`src/rtl/shiftreg_serdes.sv`:
```
// shiftreg_serdes: universal shift register with a burst serialiser/deserialiser.
// Parallel load, single-step logical/arithmetic/rotate shifts in either direction,
// K bits per step, and an en-paced burst that moves a full word through sout/sin.

module shiftreg_serdes #(
  parameter int W = 8,
  parameter int K = 1
) (
  input  logic         clk,
  input  logic         rst,
  input  logic [W-1:0] in,
  input  logic         load,
  input  logic         shift,
  input  logic         dir,
  input  logic [1:0]   mode,
  input  logic [K-1:0] sin,
  input  logic         start,
  input  logic         en,
  output logic [W-1:0] out,
  output logic [K-1:0] sout,
  output logic         busy,
  output logic         done
);

  localparam int N  = W / K;
  localparam int CW = $clog2(N + 1);

  // Reject geometries where a word is not a whole number of K-bit groups.
  generate
    if (W < 2 || K < 1 || K >= W || (W % K) != 0) begin : g_bad_params
      $error("shiftreg_serdes: illegal W/K combination");
    end
  endgenerate

  typedef enum logic {
    IDLE = 1'b0,
    RUN  = 1'b1
  } state_t;

  state_t         state, state_nxt;
  logic [W-1:0]   data, data_nxt;
  logic [CW-1:0]  cnt, cnt_nxt;
  logic           dir_lat, dir_lat_nxt;
  logic [1:0]     mode_lat, mode_lat_nxt;
  logic           done_nxt;

  logic           eff_dir;
  logic [1:0]     eff_mode;
  logic [K-1:0]   fill_left;
  logic [K-1:0]   fill_right;
  logic [W-1:0]   stepped;

  // A running burst keeps the direction and mode captured at start.
  assign eff_dir  = (state == RUN) ? dir_lat  : dir;
  assign eff_mode = (state == RUN) ? mode_lat : mode;

  assign out  = data;
  assign busy = (state == RUN);
  assign sout = eff_dir ? data[K-1:0] : data[W-1:W-K];

  // Compute the value the register would take after one step in the effective direction/mode.
  always_comb begin
    fill_left  = sin;
    fill_right = sin;
    stepped    = data;
    if (eff_mode == 2'b10) begin
      fill_left = data[W-1:W-K];
    end
    case (eff_mode)
      2'b01:   fill_right = {K{data[W-1]}};
      2'b10:   fill_right = data[K-1:0];
      default: fill_right = sin;
    endcase
    if (eff_dir) begin
      stepped = {fill_right, data[W-1:K]};
    end else begin
      stepped = {data[W-K-1:0], fill_left};
    end
  end

  // Next-state logic: load beats a burst step, which beats start, which beats a manual shift.
  always_comb begin
    state_nxt    = state;
    data_nxt     = data;
    cnt_nxt      = cnt;
    dir_lat_nxt  = dir_lat;
    mode_lat_nxt = mode_lat;
    done_nxt     = 1'b0;
    if (load) begin
      data_nxt  = in;
      state_nxt = IDLE;
      cnt_nxt   = '0;
    end else if (state == RUN) begin
      if (en) begin
        data_nxt = stepped;
        cnt_nxt  = cnt + CW'(1);
        if (cnt == CW'(N - 1)) begin
          state_nxt = IDLE;
          done_nxt  = 1'b1;
        end
      end
    end else if (start) begin
      state_nxt    = RUN;
      cnt_nxt      = '0;
      dir_lat_nxt  = dir;
      mode_lat_nxt = mode;
    end else if (shift) begin
      data_nxt = stepped;
    end
  end

  // State register with asynchronous active-low reset.
  always_ff @(posedge clk or negedge rst) begin
    if (!rst) begin
      state    <= IDLE;
      data     <= '0;
      cnt      <= '0;
      dir_lat  <= 1'b0;
      mode_lat <= 2'b00;
      done     <= 1'b0;
    end else begin
      state    <= state_nxt;
      data     <= data_nxt;
      cnt      <= cnt_nxt;
      dir_lat  <= dir_lat_nxt;
      mode_lat <= mode_lat_nxt;
      done     <= done_nxt;
    end
  end

endmodule

```
`config.mk`:
```
export PLATFORM = sky130hd
export DESIGN_NAME = shiftreg_serdes
export DESIGN_NICKNAME = d
export VERILOG_FILES = /design/src/rtl/shiftreg_serdes.sv
export SDC_FILE = /design/constraint.sdc
export NUM_CORES = 1
export LEC_CHECK = 0
export ABC_AREA = 1
export BUFFER_PORTS_ARGS = -buffer_cell sky130_fd_sc_hd__buf_2
export CAP_MARGIN = 20
export CORE_ASPECT_RATIO = 0.6
export CORE_MARGIN = 3
export CORE_UTILIZATION = 50
export DETAILED_ROUTE_END_ITERATION = 6
export GPL_TIMING_DRIVEN = 1
export PLACE_DENSITY = 0.88
export SETUP_SLACK_MARGIN = 0.1
export SLEW_MARGIN = 20
export SYNTH_ARGS = -nofsm -noshare
export SYNTH_HDL_FRONTEND = slang
export SYNTH_SLANG_ARGS = --single-unit
```
`constraint.sdc`:
```
create_clock -name clk -period 1.52 [get_ports clk]
set_input_delay 0.152 -clock clk [delete_from_list [all_inputs] [get_ports clk]]
set_output_delay 0.152 -clock clk [all_outputs]
set_load 0.03 [all_outputs]
```
==> impl_results.md <==
- Peak supply drop: around 650 uV
- Leakage: 0.000742 uW
- Reg clk slew, reported paths: ~110 ps
- Antenna violations before repair: 0
- Antenna-violating nets left: 0
- Crit Path Category: reg -> reg
- Slew Limit Fails: 0
- DRT Pass-1 Iters: 4
- H-tree Lvls: 1
- Crit path launch type: register
- Worst-margin pin slew: slightly below 400 ps
- Vias in the first global route: 982
- Final period util: 0.960
- Synth Instances: 135
- Area grow syn2layout: 34.2%
- DP Area: 1220 um2
- Post-Route WL: between 3000 and 4000 um
- Final nets: slightly below 200
- Syn Nets: 154
- Initial Util: 0.554
- Fin Setup TNS: 0 ps
- CTS sink count: 17
- Post-route cell area: 1450 um2
- Worst-Skew Late Latency: between 300 and 400 ps
- Max cap viols: 0
- Final GP Congestion: between 0.8 and 0.9
- Slew margin rel.: 0.742
- Pwr Total: 1400 uW
- FILL cells: between 150 and 200
- Finish-stage setup viols: 0
- Gr usage total: 0.224
- Vias post-DR: ~1.1k
- Pin count of the biggest net entering global routing: 18
- Die Wd: 66.1 um
- Crit end category: register
- Hold Vio Cnt, Final: 0
- Netlist cell types: 31
- Clock tree buffer depth: 2
- Critical-path maximum fanout: 9
- CP Data Required Time: approximately 1700 ps
- Num ports: 29
- P per Cell Area: 961 nW/um2
- Hold slack final: ~110 ps
- GR Overflow Total: 0
- N_diodes: 0
- I/O Buffers: 28
- DRC viols: 0
- RSZ-0062 raised after global routing: true
- Min Clock Period, post-route: 1460 ps
- Arrival @ worst endpoint: 1670 ps
- First-pass GRT wire length: 4640 um
- CTS tree: yes
- Status: finished, final reports clean
- Row count: 12
- Ys Warns: 0
- Worst hold-check path type: in -> reg
- Seq/Total Area, Yosys: 0.393
- Die Ht: around 42 um
- Root Buffer: clkbuf_4
- DRT iter0 DRCs: just under 80
- Vias per Instance: roughly 5.4
- Skew final: between 7 and 8 ps
- Yosys reg bits: 17
- Fmax: ~690 MHz
- Avg WL per Cell: between 15 and 20 um
- Final core occ: 0.744
- Layout cells sized above 1: 0.478
- Core Box Area: approximately 2000 um2
- Cts bufs inserted: 3
- Die area: between 2000 and 3000 um2
- DPL Wire Length: just under 2000 um
- Post-Syn Area: around 1100 um2
- Synth Area per Inst: 8.02 um2
## stage by stage
step                      std cells  setup slack (ps)
final                           206              61.5
after global routing            206             -25.2
after CTS                       202              73.4
after detailed placement        187               175
after global placement          187               223
after floorplan                 135               151
## final timing paths
kind	to	from	depth (start not counted)	slack, ps
worst min register to register	mode_lat[0]$_DFFE_PN0P_	mode_lat[0]$_DFFE_PN0P_	2	510
min in group asynchronous	out[1]$_DFFE_PN0P_	rst	2	280
max in group asynchronous	busy$_DFF_PN0_	rst	2	930
worst min-delay path	mode_lat[1]$_DFFE_PN0P_	mode[1]	2	110
worst max register to register	out[7]$_DFFE_PN0P_	busy$_DFF_PN0_	10	60
worst max-delay path	out[7]$_DFFE_PN0P_	busy$_DFF_PN0_	10	60
## routing by layer
layer / global-route usage / vias up / wire length [um]
li1: - / 522 / -
met1: 0.296 / 528 / 1350
met2: 0.351 / 47 / 1480
met3: 0.0724 / 12 / 199
met4: 0.0648 / 0 / 79
met5: 0 / - / 0
## area by class of cell
class | count | area, um2 | area share
Multi-Input combinational cell | 96 | 601 | 0.413
Sequential cell | 17 | 427 | 0.294
Timing Repair Buffer | 43 | 275 | 0.189
Inverter | 18 | 87.6 | 0.0603
Tap cell | 28 | 35.0 | 0.0241
Clock buffer | 3 | 22.5 | 0.0155
Clock inverter | 1 | 5.00 | 0.00345
## timing repair
item,4_1_cts,5_1_grt
gates resized for setup,5,24
setup endpoints to repair,1,15
buffers inserted,10,4
pin swaps,2,7
hold endpoints to repair,17,0
hold buffers,1,0
## placed cells by master (no fill, tap or decap), types with 2 or more instances in the layout
master and n:
nor2_1 8, nand2_4 5, a21oi_2 4, o22ai_1 2
o21ai_0 5, a21oi_1 4, clkbuf_4 3, nand2_1 30
o211ai_2 2, nand3_1 7, buf_2 26, buf_6 4
nor2_2 2, dfrtp_1 16, nand2_2 10, o21ai_2 4
inv_1 14, buf_4 12
## critical path: stages (launching register included)
cell	delay, ps
dfrtp_2	470
buf_4	160
buf_4	140
nor2_4	100
o21ai_2	90
nand2_4	110
inv_6	60
nand2_2	80
nor2_2	40
nand2_1	70
nand2_1	50
## power breakdown
group	leakage (uW)	switching, uW	internal [uW]	total [uW]
Combinational	0.000514	357	219	576
Clock	0.0000177	156	98.4	254
Sequential	0.000211	57.8	509	567
Total	0.000742	570	826	1400
## state kept, by name, summed over array words and instances (netlist names)
register	flops
out	8
mode_lat	2
dir_lat	1
cnt	4
busy	1
done	1
## Yosys cell counts
cell	number	share of area
nand2_1	34	0.12
dfrtp_1	17	0.39
inv_1	14	0.049
nand2_2	9	0.052
nor2_1	9	0.031
a21oi_1	7	0.032
nand3_1	7	0.032
o21ai_0	6	0.028
buf_6	3	0.031
nand2_4	3	0.031
o21ai_1	3	0.014
inv_4	2	0.012
o211ai_2	2	0.023
o22ai_1	2	0.012
a21oi_2	1	0.0081
a22oi_2	1	0.012
a31oi_1	1	0.0058
buf_4	1	0.0069
ha_1	1	0.012
inv_2	1	0.0035
inv_6	1	0.0081
mux2_1	1	0.010
nand3_2	1	0.0092
nor2_2	1	0.0058
nor2_4	1	0.010
nor3_1	1	0.0046
nor4_2	1	0.012
o211ai_1	1	0.0069
o21ai_2	1	0.0081
o22ai_2	1	0.012
xor2_1	1	0.0081
## cells by family (layout without fill, tap and decap cells)
kind of cell / after synthesis / in the layout / share of synthesized area
compound gates: 26 / 26 / 0.161
xor+xnor: 1 / 1 / 0.00809
simple gates: 67 / 67 / 0.306
fa+ha+maj: 1 / 1 / 0.0116
mux: 1 / 1 / 0.0104
buf+inv: 22 / 65 / 0.110
flops: 17 / 17 / 0.393
Note: power is estimated with default switching activity, not from simulation.
